**config.mk**
```make
export PLATFORM = sky130hd
export DESIGN_NAME = clause_batch_feeder_flat
export DESIGN_NICKNAME = d
export VERILOG_FILES = /design/src/rtl/clause_batch_feeder_if.sv /design/src/rtl/clause_batch_feeder.sv /design/src/flat_wrapper.sv
export SDC_FILE = /design/constraint.sdc
export NUM_CORES = 1
export LEC_CHECK = 0
export CAP_MARGIN = 20
export CORE_MARGIN = 10
export CORE_UTILIZATION = 25
export DETAILED_ROUTE_END_ITERATION = 16
export GPL_TIMING_DRIVEN = 1
export SETUP_SLACK_MARGIN = 0.4
export SLEW_MARGIN = 20
export SYNTH_ARGS = -nofsm -noshare
export SYNTH_HDL_FRONTEND = slang
export SYNTH_SLANG_ARGS = --single-unit
```
**constraint.sdc**
```tcl
create_clock -name clk_i -period 7.31 [get_ports clk_i]
set_clock_uncertainty 0.2 [all_clocks]
set_input_delay 2.193 -clock clk_i [delete_from_list [all_inputs] [get_ports clk_i]]
set_output_delay 2.193 -clock clk_i [all_outputs]
set_load 0.005 [all_outputs]
```
**src/rtl/clause_batch_feeder_if.sv**
```systemverilog
// ---------------------------------------------------------------------------
// clause_batch_feeder_if
// Purpose : bundles the two handshake channels of the clause batch feeder:
//           the inbound clause stream and the outbound batch result.
//           Signal suffixes are written from the feeder's point of view.
// Ports   : none (signals only)
//   clause_valid_i / clause_ready_o   clause stream handshake
//   clause_val_i / clause_neg_i [W]   literal values / negation flags
//   clause_last_i                     clause closes the batch early
//   res_valid_o / res_ready_i         result handshake
//   res_mask_o [CLUSTER_SIZE]         break vector masked to filled slots
//   res_count_o / res_fill_o [CNT_W]  popcount of mask / clauses in batch
// Modports: slave  = feeder side, master = producer/consumer side
// ---------------------------------------------------------------------------
interface clause_batch_feeder_if #(
   parameter int CLUSTER_SIZE = 20,
   parameter int W            = 2,
   parameter int CNT_W        = 5
) ();
   logic                    clause_valid_i;
   logic                    clause_ready_o;
   logic [W-1:0]            clause_val_i;
   logic [W-1:0]            clause_neg_i;
   logic                    clause_last_i;
   logic                    res_valid_o;
   logic                    res_ready_i;
   logic [CLUSTER_SIZE-1:0] res_mask_o;
   logic [CNT_W-1:0]        res_count_o;
   logic [CNT_W-1:0]        res_fill_o;

   modport slave (
      input  clause_valid_i, clause_val_i, clause_neg_i, clause_last_i, res_ready_i,
      output clause_ready_o, res_valid_o, res_mask_o, res_count_o, res_fill_o
   );

   modport master (
      output clause_valid_i, clause_val_i, clause_neg_i, clause_last_i, res_ready_i,
      input  clause_ready_o, res_valid_o, res_mask_o, res_count_o, res_fill_o
   );
endinterface

```
**src/rtl/clause_batch_feeder.sv**
```systemverilog
// ---------------------------------------------------------------------------
// clause_batch_feeder
// Purpose : packs up to CLUSTER_SIZE reduced clauses into the value/negation
//           buses of the clause evaluator cluster, waits out the evaluator
//           latency, samples the returned break vector once, and offers the
//           masked break mask, its popcount and the batch fill downstream.
// Ports   :
//   clk_i        clock, rising edge
//   rst_i        asynchronous active-low reset
//   feed_if      clause stream in / batch result out (slave modport)
//   var_val_mo   packed literal values to cluster, slot i at [i*W +: W]
//   var_neg_mo   packed literal negations, same packing
//   break_mi     break vector returned by the cluster
// ---------------------------------------------------------------------------
module clause_batch_feeder #(
   parameter int CLUSTER_SIZE = 20,
   parameter int NSAT         = 3,
   parameter int REDUCE       = 1,
   parameter int EVAL_LATENCY = 1,
   parameter int CNT_W        = $clog2(CLUSTER_SIZE + 1)
) (
   input  logic                                   clk_i,
   input  logic                                   rst_i,
   clause_batch_feeder_if.slave                   feed_if,
   output logic [(NSAT-REDUCE)*CLUSTER_SIZE-1:0]  var_val_mo,
   output logic [(NSAT-REDUCE)*CLUSTER_SIZE-1:0]  var_neg_mo,
   input  logic [CLUSTER_SIZE-1:0]                break_mi
);
   localparam int W      = NSAT - REDUCE;
   localparam int BUS_W  = W * CLUSTER_SIZE;
   localparam int WAIT_W = $clog2(EVAL_LATENCY + 2);

   typedef enum logic [1:0] {FILL, EVAL, HOLD} state_e;

   state_e                  state_q, state_d;
   logic [CNT_W-1:0]        fill_cnt_q;
   logic [WAIT_W-1:0]       wait_q;
   logic [BUS_W-1:0]        var_val_q, var_neg_q;
   logic [CLUSTER_SIZE-1:0] res_mask_q;
   logic [CNT_W-1:0]        res_count_q, res_fill_q;

   logic                    accept, fill_done, eval_done, res_take;
   logic [CLUSTER_SIZE-1:0] slot_mask, masked_break;
   logic [CNT_W-1:0]        masked_count;

   assign accept    = feed_if.clause_valid_i && (state_q == FILL);
   assign fill_done = accept && (feed_if.clause_last_i ||
                                 (fill_cnt_q == CNT_W'(CLUSTER_SIZE - 1)));
   assign eval_done = (state_q == EVAL) && (wait_q == WAIT_W'(EVAL_LATENCY));
   assign res_take  = (state_q == HOLD) && feed_if.res_ready_i;

   // ---------------- FSM: state register ----------------
   always_ff @(posedge clk_i or negedge rst_i) begin
      if (!rst_i) state_q <= FILL;
      else        state_q <= state_d;
   end

   // ---------------- FSM: next state ----------------
   always_comb begin
      state_d = state_q;
      case (state_q)
         FILL:    if (fill_done) state_d = EVAL;
         EVAL:    if (eval_done) state_d = HOLD;
         HOLD:    if (res_take)  state_d = FILL;
         default: state_d = FILL;
      endcase
   end

   // ---------------- FSM: outputs (pure state decode, no input paths) ----------------
   always_comb begin
      feed_if.clause_ready_o = 1'b0;
      feed_if.res_valid_o    = 1'b0;
      case (state_q)
         FILL:    feed_if.clause_ready_o = 1'b1;
         HOLD:    feed_if.res_valid_o    = 1'b1;
         default: ;
      endcase
   end

   // Slots below the latched fill count are live; padded slots never report.
   for (genvar gi = 0; gi < CLUSTER_SIZE; gi++) begin : g_slot_mask
      assign slot_mask[gi] = (CNT_W'(gi) < res_fill_q);
   end

   assign masked_break = break_mi & slot_mask;

   always_comb begin
      masked_count = '0;
      for (int i = 0; i < CLUSTER_SIZE; i++) begin
         masked_count = masked_count + CNT_W'(masked_break[i]);
      end
   end

   // ---------------- datapath registers ----------------
   always_ff @(posedge clk_i or negedge rst_i) begin
      if (!rst_i) begin
         fill_cnt_q  <= '0;
         wait_q      <= '0;
         var_val_q   <= '1;   // padding literal: value 1, not negated -> true
         var_neg_q   <= '0;
         res_mask_q  <= '0;
         res_count_q <= '0;
         res_fill_q  <= '0;
      end else begin
         // Wait counter only runs while evaluating; restarts from 0 on entry.
         if (state_q == EVAL) wait_q <= wait_q + WAIT_W'(1);
         else                 wait_q <= '0;

         if (res_take) begin
            fill_cnt_q <= '0;
            var_val_q  <= '1;
            var_neg_q  <= '0;
         end else if (accept) begin
            fill_cnt_q                        <= fill_cnt_q + CNT_W'(1);
            var_val_q[int'(fill_cnt_q)*W +: W] <= feed_if.clause_val_i;
            var_neg_q[int'(fill_cnt_q)*W +: W] <= feed_if.clause_neg_i;
         end

         if (fill_done) res_fill_q <= fill_cnt_q + CNT_W'(1);

         // Single sample of the cluster result per batch.
         if (eval_done) begin
            res_mask_q  <= masked_break;
            res_count_q <= masked_count;
         end
      end
   end

   assign var_val_mo          = var_val_q;
   assign var_neg_mo          = var_neg_q;
   assign feed_if.res_mask_o  = res_mask_q;
   assign feed_if.res_count_o = res_count_q;
   assign feed_if.res_fill_o  = res_fill_q;

endmodule

```
**src/flat_wrapper.sv**
```systemverilog
// flat-port wrapper written by rule: the top's interface ports become plain ports
module clause_batch_feeder_flat 
#(
   parameter int CLUSTER_SIZE = 20,
   parameter int NSAT         = 3,
   parameter int REDUCE       = 1,
   parameter int EVAL_LATENCY = 1,
   parameter int CNT_W        = $clog2(CLUSTER_SIZE + 1)
)
  (clk_i, rst_i, var_val_mo, var_neg_mo, break_mi, feed_if_clause_valid_i, feed_if_clause_val_i, feed_if_clause_neg_i, feed_if_clause_last_i, feed_if_res_ready_i, feed_if_clause_ready_o, feed_if_res_valid_o, feed_if_res_mask_o, feed_if_res_count_o, feed_if_res_fill_o);
  clause_batch_feeder_if #(.CLUSTER_SIZE(CLUSTER_SIZE), .W((2)), .CNT_W(CNT_W)) feed_if_i ();
  input  logic clk_i;
  input  logic rst_i;
  output logic [(NSAT-REDUCE)*CLUSTER_SIZE-1:0] var_val_mo;
  output logic [(NSAT-REDUCE)*CLUSTER_SIZE-1:0] var_neg_mo;
  input  logic [CLUSTER_SIZE-1:0] break_mi;
  input wire logic [$bits(feed_if_i.clause_valid_i)-1:0] feed_if_clause_valid_i;
  input wire logic [$bits(feed_if_i.clause_val_i)-1:0] feed_if_clause_val_i;
  input wire logic [$bits(feed_if_i.clause_neg_i)-1:0] feed_if_clause_neg_i;
  input wire logic [$bits(feed_if_i.clause_last_i)-1:0] feed_if_clause_last_i;
  input wire logic [$bits(feed_if_i.res_ready_i)-1:0] feed_if_res_ready_i;
  output wire logic [$bits(feed_if_i.clause_ready_o)-1:0] feed_if_clause_ready_o;
  output wire logic [$bits(feed_if_i.res_valid_o)-1:0] feed_if_res_valid_o;
  output wire logic [$bits(feed_if_i.res_mask_o)-1:0] feed_if_res_mask_o;
  output wire logic [$bits(feed_if_i.res_count_o)-1:0] feed_if_res_count_o;
  output wire logic [$bits(feed_if_i.res_fill_o)-1:0] feed_if_res_fill_o;
  assign feed_if_i.clause_valid_i = feed_if_clause_valid_i;
  assign feed_if_i.clause_val_i = feed_if_clause_val_i;
  assign feed_if_i.clause_neg_i = feed_if_clause_neg_i;
  assign feed_if_i.clause_last_i = feed_if_clause_last_i;
  assign feed_if_i.res_ready_i = feed_if_res_ready_i;
  assign feed_if_clause_ready_o = feed_if_i.clause_ready_o;
  assign feed_if_res_valid_o = feed_if_i.res_valid_o;
  assign feed_if_res_mask_o = feed_if_i.res_mask_o;
  assign feed_if_res_count_o = feed_if_i.res_count_o;
  assign feed_if_res_fill_o = feed_if_i.res_fill_o;
  clause_batch_feeder #(.CLUSTER_SIZE(CLUSTER_SIZE), .NSAT(NSAT), .REDUCE(REDUCE), .EVAL_LATENCY(EVAL_LATENCY), .CNT_W(CNT_W)) u_core (.clk_i(clk_i), .rst_i(rst_i), .feed_if(feed_if_i), .var_val_mo(var_val_mo), .var_neg_mo(var_neg_mo), .break_mi(break_mi));
endmodule
```
======== Word-level counts from Yosys, hierarchy flattened ========
Cells that the tools add are included.
word-level totals
  register bits after elaboration ......... 119
  logic and storage cells ................. 84
  input bits .............................. 29
  output and inout port bits .............. 112
operators by class
  reductions and logical operators ........ 8
  muxes and demuxes ....................... 15
  bitwise operators ....................... 1
  $add $sub $neg .......................... 22
  eq/ne operators ......................... 7
  $lt $le $gt $ge ......................... 20
  shift operators ......................... 3
operator list
  cell                                                    number
  2-to-1 mux 40 bit                                       4
  adder 5 x 1 -> 5 bit                                    18
  bitwise mux 40 bit                                      2
  variable part select 2 x 33 -> 40 bit                   2
  < comparator 4 x 5 -> 1 bit (first input constant)      8
  variable shift 2 x 33 -> 40 bit (first input constant)  1
  negation 6 -> 33 bit                                    1
  AND 20 bit                                              1
  < comparator 3 x 5 -> 1 bit (first input constant)      4
  < comparator 5 bit (first input constant)               4
  < comparator 1 x 5 -> 1 bit (first input constant)      2
  < comparator 2 x 5 -> 1 bit (first input constant)      2
  2-to-1 mux 5 bit                                        2
  2-to-1 mux 2 bit                                        4
  inequality test 2 x 1 -> 1 bit (second input constant)  3
  one-hot mux 2 bit (3 select lines)                      1
  adder 5 x 1 -> 5 bit (second input constant)            1
  == test 5 bit (second input constant)                   1
  == test 2 x 1 -> 1 bit (second input constant)          2
  logical AND 1 bit                                       4
  AND reduction 3 bit                                     1
  adder 1 x 1 -> 2 bit                                    1
  adder 2 x 1 -> 2 bit (second input constant)            1
  == test 2 bit (second input constant)                   1
  other kinds (4)                                         5

======== Depth between registers and ports, before layout ========
Gate-level depths: netlist (run 1).
  depth in word-level cells ............... 21
  depth in mapped cells ................... 18
  depth with buffers taken out ............ 17

======== Worst setup path after synthesis (run 1) ========
OpenSTA, ideal clock, no wires.
  path type ............................... input-to-reg
  start ................................... input port break_mi[0]
  end ..................................... register u_core.res_count_q[4] (netlist: u_core.feed_if.res_count_o[4])
  data required time ...................... 6.971 ns
  setup slack ............................. 0.835 ns
  arrival ................................. 6.136 ns
  cell stages on the path ................. 14
  setup time .............................. 0.139 ns
  buffers on the path ..................... 0
  cell sequence ........................... o21a_1 -> ha_1 -> inv_1 -> fa_1 -> fa_1 -> fa_1 -> fa_1 -> fa_1 -> inv_1 -> fa_1 -> fa_1 -> a21o_1 -> a21oi_1 -> o21ai_0
on the way
  word-level cells in the longest chain between the ends .. 20
RTL lines
  what                                 line                        text
  start: declaration                   flat_wrapper.sv:16          input logic [CLUSTER_SIZE-1:0] break_mi;
  AND 20 bit                           clause_batch_feeder.sv:85   assign masked_break = break_mi & slot_mask;
  adder 1 x 1 -> 2 bit                 clause_batch_feeder.sv:90   masked_count = masked_count + CNT_W'(masked_break[i]);
  adder 5 x 1 -> 5 bit (18 in series)  clause_batch_feeder.sv:90
  end signal: assignment               clause_batch_feeder.sv:124  res_count_q <= masked_count;
  end: declaration                     clause_batch_feeder.sv:40   logic [CNT_W-1:0] res_count_q, res_fill_q;
Every way passes these cells.
A chain may end at the register's enable or synchronous reset.

======== Final worst setup path (run 1) ========
  start ................................... input port break_mi[1]
  end ..................................... register u_core.res_count_q[4] (netlist: u_core.feed_if.res_count_o[4])
on the way
  word-level cells in the longest chain between the ends .. 20
RTL lines
  what                                 line                       text
  AND 20 bit                           clause_batch_feeder.sv:85
  net u_core.masked_break[1]           clause_batch_feeder.sv:43  logic [CLUSTER_SIZE-1:0] slot_mask, masked_break;
  adder 1 x 1 -> 2 bit                 clause_batch_feeder.sv:90
  adder 5 x 1 -> 5 bit (18 in series)  clause_batch_feeder.sv:90
The timed path passes the listed nets, and every way through them passes these cells.

==> flow_summary.yaml, run 1 <==
synthesis:
  synth_ff_type: "dfrtp_1"
  seq_area_frac_synth_pct: 50.8
  yosysUniqueCellTypes: 52
  synth_nets: 649
  yosysWarnings: 0
  syn_area_mm2: 0.00596
  netlist_top_cells_area: "dfrtp_1 (33%), dfstp_2 (18%), fa_1 (4.4%)"
  avgSynthCellArea_um2: 10.0
  synthArstFlopShare_pct: 100
  synth-edff-count: 0
  ys_seq_elements: 119
  synth_cells: 595
  synth_top_area_share_pct: 33.1
  yosysTopAreaCell: "dfrtp_1"
min_path:
  hold_path_end: "u_core.wait_q[0]"
  hold_class: "reg2reg"
  hold_start: "u_core.wait_q[0]"
  hold_depth: 1
die:
  initial_core_util_pct: 25.4
  io_pins: 141
  die_area_mm2: 0.0304
  die_h_um: 174
  die_w_um: 174
  rows: 56
  core_area_mm2: 0.0235
global_route:
  grt_usage_pct: 12.5
  grt_pass1_vias: 4877
  grt_start_max_net_pins: 66
  gr-total-overflow: 0
  grt_pass1_wl_um: 29900
  antenna_found_initial: 0
power_and_ir_drop:
  switchingPower_mw: 1.56
  switching_share_pct: 37.6
  pwr-share-comb_pct: 49.0
  internal_power_mw: 2.59
  peakVddDrop_mv: 0.384
  clock_power_share_pct: 22.0
  seq_power_share_pct: 29.1
  p_per_area_mw_per_mm2: 501
  finalPower_mw: 4.15
  leakagePower_nw: 3.44
critical_path:
  startpoint_type: "input port"
  reg2reg_slack_ns: 1.70
  timing.rr.start: "u_core.feed_if.res_fill_o[4]"
  critPathKind: "in2reg"
  regToRegEndpoint: "u_core.feed_if.res_count_o[4]"
  ff2ff_path_depth: 15
  critPathRequiredTime_ns: 7.38
  critPathMaxFanout: 2
  arrival_ns: 6.73
  end_kind: "register"
place:
  place_congestion: 0.808
  port_buffers: 140
  place_hpwl_um: 13900
finish:
  diodes: 0
  synthToLayoutAreaGrowth_pct: 39.0
  postLayoutCoreUtil_pct: 35.3
  num-nets-final: 777
  drive_above_1_share_pct: 14.1
clock_tree:
  h-tree-depth: 4
  clock_path_buffers: 2
  cts_inserted_buffers: 17
  clk_pin_slew_ns: 0.06
  cts_setup_buffers: 0
  clock-sinks: 119
  cts_tree: "yes"
  cts_root_buf: "clkbuf_16"
  cts_resized: 0
  worstSkewPairLatency_ns: 0.41
  holdBufCountCts: 0
sta:
  tightest_slew_ns: 0.846
  fin_crit_ns: 6.66
  grt_setup_unrepaired: "false"
  final_max_slew_viol_count: 0
  fmaxAchievable_mhz: 150
  fin_crit_sh_pct: 91.1
  fin_tns_setup_ns: 0
  setup_viol_count_final: 0
  slew_headroom_pct: 43.6
  timing.final.hold_violations: 0
detailed_routing:
  firstDrtPassIters: 5
  drt-initial-drc-count: 295
  routed_via_density: 4.68
  drc: 0
  wl_um: 19000
  wl_per_cell_um: 18.0
  vias: 4937
  ant_nets: 0
job:
  cap_violations: 0
status:
  run_status: "finished, final reports clean"
## metrics by stage
stage | hold WS, ns | cells | instance area [µm²] | setup slack [ns]
after floorplan | 0.210 | 595 | 5960 | 0.835
final | 0.237 | 1055 | 8290 | 0.649
after CTS | 0.241 | 1055 | 8290 | 0.648
after detailed placement | 0.233 | 1023 | 7640 | 0.210
after global routing | 0.273 | 1055 | 8290 | 0.489
after global placement | 0.220 | 1023 | 7640 | 0.271
## cell usage after synthesis, types with 9 or more instances
master / count
ha_1: 12
nand2b_1: 10
o211ai_1: 18
nand3_1: 46
dfstp_2: 40
nand2_1: 65
dfrtp_1: 79
mux2_2: 16
fa_1: 13
a21oi_1: 33
o21ai_0: 52
nor2_1: 31
nor2b_1: 9
inv_1: 26
nor3_1: 25
clkbuf_1: 27
## state kept, by name, summed over array words and instances (netlist names)
register / flops
u_core.var_neg_mo: 40
u_core.feed_if.res_mask_o: 20
u_core.feed_if.res_count_o: 5
u_core.wait_q: 2
u_core.var_val_mo: 40
u_core.fill_cnt_q: 5
u_core.state_q: 2
u_core.feed_if.res_fill_o: 5
## layer usage
layer	vias up	share of wire, %	wire [µm]	global-route usage [%]
met1	2423	44	8310	15.4
met5	-	0	0	0
li1	2367	-	-	-
met2	128	49	9360	20.6
met4	0	1.5	293	4.06
met3	19	5.5	1040	3.53
## cells in the final DEF (no fill, tap or decap), types with 4 or more instances in the layout
master,instances
dfstp_2,40
o21ai_0,52
mux2_2,16
nand3_1,46
fa_1,13
ha_1,12
dfrtp_1,79
nor3_1,25
nand2b_1,10
clkbuf_16,17
nor2_1,31
o22ai_1,6
bufinv_16,4
nand4_1,7
o21a_1,8
inv_1,26
o211ai_1,18
or3_1,5
o31ai_1,8
clkdlybuf4s50_1,139
a21oi_1,33
xnor2_1,5
nand2_1,64
buf_4,7
nor2b_1,9
mux2i_1,7
## cell type report
cell class                 count  area, µm²
inverter                      26       97.6
sequential                   119       3030
clock buffer                  19        453
clock inverter                13        191
multi-input combinational    413       2680
timing repair buffer         146       1440
fill                        2351      15200
tap                          319        399
## kinds of logic after synthesis
family,share of synthesized area (%)
multiplexers,4.20
AND/OR/NAND/NOR,17.9
flip-flops,50.8
XOR/XNOR,1.03
buffers and inverters,4.43
adder cells (fa/ha/maj),6.88
AO/OA/AOI/OAI,14.8
## power by group through the flow
stage                     clock, mW  sequential (mW)  combinational [mW]
after floorplan                   0             1.12                1.32
after global placement            0             1.21                2.04
after detailed placement          0             1.21                2.06
after CTS                     0.931             1.21                2.08
after global routing          0.964             1.25                2.30
final                         0.911             1.21                2.03
## worst max path at each step
stage                     start                            end  slack, ns
CTS                 break_mi[1]  u_core.feed_if.res_count_o[4]       0.65
global placement    break_mi[1]  u_core.feed_if.res_count_o[4]       0.27
finish              break_mi[1]  u_core.feed_if.res_count_o[4]       0.65
detailed placement  break_mi[1]  u_core.feed_if.res_count_o[4]       0.21
global route        break_mi[1]  u_core.feed_if.res_count_o[4]       0.49
floorplan           break_mi[0]  u_core.feed_if.res_count_o[4]       0.84
## worst max-delay path: stages
cell	delay (ns)
clkdlybuf4s50_1	0.45
o31a_1	0.15
ha_1	0.24
inv_1	0.07
fa_1	0.43
fa_1	0.50
fa_1	0.53
fa_1	0.42
fa_1	0.49
inv_1	0.05
fa_1	0.39
fa_1	0.41
a21o_1	0.17
a21oi_1	0.12
o21ai_0	0.09
(Power assumes the default switching activity.)
==> run 2, diff against run 1 <==
--- a/config.mk
+++ b/config.mk
@@ -10,8 +10,8 @@
 export CORE_UTILIZATION = 25
 export DETAILED_ROUTE_END_ITERATION = 16
 export GPL_TIMING_DRIVEN = 1
+export PLACE_DENSITY = 0.53
 export SETUP_SLACK_MARGIN = 0.4
-export SLEW_MARGIN = 20
 export SYNTH_ARGS = -nofsm -noshare
 export SYNTH_HDL_FRONTEND = slang
 export SYNTH_SLANG_ARGS = --single-unit
==> run 2 against run 1 <==
Register-to-register slack worse by 0.02 ns. Largest cell class unchanged. Global-route usage is 0.28 points higher. First-iteration DRC count is 7.5% lower. Worst hold slack worse by 0.0020 ns. Combinational power hardly changed. Routed wire length is 2.1% higher. Cell area is 0.53% lower. Sequential share of layout area is 0.19 points higher. Critical path type unchanged.
==> flow_summary.yaml, run 2 (synthesized netlist as in run 1, its figures left out) <==
power_and_ir_drop:
  leakagePower_nw: 3.42
  peakVddDrop_mv: 0.404
  p_per_area_mw_per_mm2: 498
  finalPower_mw: 4.10
finish:
  postLayoutCoreUtil_pct: 35.1
  layout.cells.non_filler: 1055
  num-nets-final: 777
  fill_cells: 2414
  drive_above_1_share_pct: 14.1
  final_cell_mix: "clkdlybuf4s50_1 (139), dfrtp_1 (79), nand2_1 (64), o21ai_0 (52), nand3_1 (46)"
  layout_commonest_cell: "clkdlybuf4s50_1"
  fin_area_mm2: 0.00824
  diodes: 0
  synthToLayoutAreaGrowth_pct: 38.2
critical_path:
  crit_chain: "clkdlybuf4s50_1 > o21a_1 > ha_1 > inv_1 > fa_1 > fa_1 > fa_1 > fa_1 > fa_1 > inv_1 > fa_1 > fa_1 > a21o_1 > a21oi_1 > o21ai_0"
  cp_slowest_stage_delay_ns: 0.54
  crit_slowest_cell: "fa_1"
  critPathRequiredTime_ns: 7.40
  arrival_ns: 6.77
  end_kind: "register"
  critPathKind: "in2reg"
  critPathMaxFanout: 2
  cp_top_family: "adder cells"
  startpoint_type: "input port"
  cpMostUsedCell: "fa_1"
  path_buf_inv: 3
clock_tree:
  cts_tree: "yes"
  worstSkewPairLatency_ns: 0.42
  h-tree-depth: 4
  holdBufCountCts: 0
  cts_inserted_buffers: 17
  clock-sinks: 119
  clk_pin_slew_ns: 0.07
  cts_setup_buffers: 0
  cts_resized: 0
  cts_root_buf: "clkbuf_16"
  clock_path_buffers: 2
global_route:
  antenna_found_initial: 0
  gr-total-overflow: 0
  grt_pass1_wl_um: 30400
  grt_usage_pct: 12.8
  grt_start_max_net_pins: 65
  grt_pass1_vias: 4974
detailed_routing:
  wl_per_cell_um: 18.4
  vias: 4873
  wl_um: 19400
  drc: 0
  ant_nets: 0
  firstDrtPassIters: 4
  drt-initial-drc-count: 273
  routed_via_density: 4.62
status:
  run_status: "finished, final reports clean"
sta:
  fin_crit_ns: 6.67
  timing.final.hold_violations: 0
  fin_tns_setup_ns: 0
  tightest_slew_ns: 0.755
  fmaxAchievable_mhz: 150
  grt_setup_unrepaired: "false"
  setup_slack_ns: 0.637
  slew_headroom_pct: 49.5
  setup_viol_count_final: 0
  fin_crit_sh_pct: 91.3
  final_max_slew_viol_count: 0
  holdWs_ns: 0.235
min_path:
  hold_class: "reg2reg"
job:
  cap_violations: 0
die:
  io_pins: 141
  rows: 56
  initial_core_util_pct: 25.4
  die_h_um: 174
  die_area_mm2: 0.0304
  core_area_mm2: 0.0235
  die_w_um: 174
place:
  port_buffers: 140
  place_hpwl_um: 14000
  postPlaceCellArea_mm2: 0.00764
  place_ws_ns: 0.202
  place_congestion: 0.789
  dp_cells: 1023
## run 2: changes by cell type in the layout (fill, tap and decap cells not counted)
cell	change
bufinv_16	-4
inv_8	+6
clkbuf_8	-2
inv_6	+1
clkinv_4	-2
clkinv_2	-1
clkinvlp_4	-2
clkinv_8	+4
## run 2: path summary, 6_finish.rpt
check                                           endpoint  slack (ns)                         start  cells after the start
max                        u_core.feed_if.res_count_o[4]        0.64                   break_mi[0]                     15
min                                     u_core.wait_q[0]        0.23              u_core.wait_q[0]                      1
max reg2reg                u_core.feed_if.res_count_o[4]        1.68  u_core.feed_if.res_fill_o[4]                     15
min reg2reg                             u_core.wait_q[0]        0.23              u_core.wait_q[0]                      1
max in group asynchronous          u_core.var_val_mo[28]        4.34                         rst_i                      2
min in group asynchronous   u_core.feed_if.res_mask_o[8]        1.58                         rst_i                      1
## run 2: routing by layer
layer	up-vias	share of wire, %	global-route usage [%]
met2	115	49	20.7
met4	0	1.2	4.10
met3	12	4.2	2.99
met1	2376	46	16.4
met5	-	0	0
li1	2370	-	-
## run 2: area by class of cell
type / count / area, µm² / area share, %
flip-flops and latches: 119 / 3030 / 36.7
multi-input cells: 413 / 2680 / 32.4
repair buffers: 146 / 1440 / 17.5
clock buffers: 17 / 425 / 5.16
well taps: 319 / 399 / 4.84
clock inverters: 15 / 175 / 2.12
inverters: 26 / 97.6 / 1.18
## run 2: worst register-to-register path, delay by kind of cell (launching register included)
| family | cells | cell delay [ns] |
|---|---|---|
| buf+inv | 2 | 0.10 |
| compound gates | 4 | 0.67 |
| flops | 1 | 0.57 |
| simple gates | 1 | 0.46 |
| fa+ha+maj | 8 | 3.51 |
## run 2: power by group
| group | total (mW) | switching [mW] | internal, mW |
|---|---|---|---|
| clock | 0.840 | 0.378 | 0.462 |
| sequential | 1.21 | 0.245 | 0.963 |
| combinational | 2.05 | 1.01 | 1.04 |
| total | 4.10 | 1.63 | 2.47 |
==> run 3, diff against run 2 <==
--- a/config.mk
+++ b/config.mk
@@ -12,6 +12,7 @@
 export GPL_TIMING_DRIVEN = 1
 export PLACE_DENSITY = 0.53
 export SETUP_SLACK_MARGIN = 0.4
+export SLEW_MARGIN = 10
 export SYNTH_ARGS = -nofsm -noshare
 export SYNTH_HDL_FRONTEND = slang
 export SYNTH_SLANG_ARGS = --single-unit
==> results of run 3 <==
No change in the layout: final DEF, timing and power equal those of run 2.
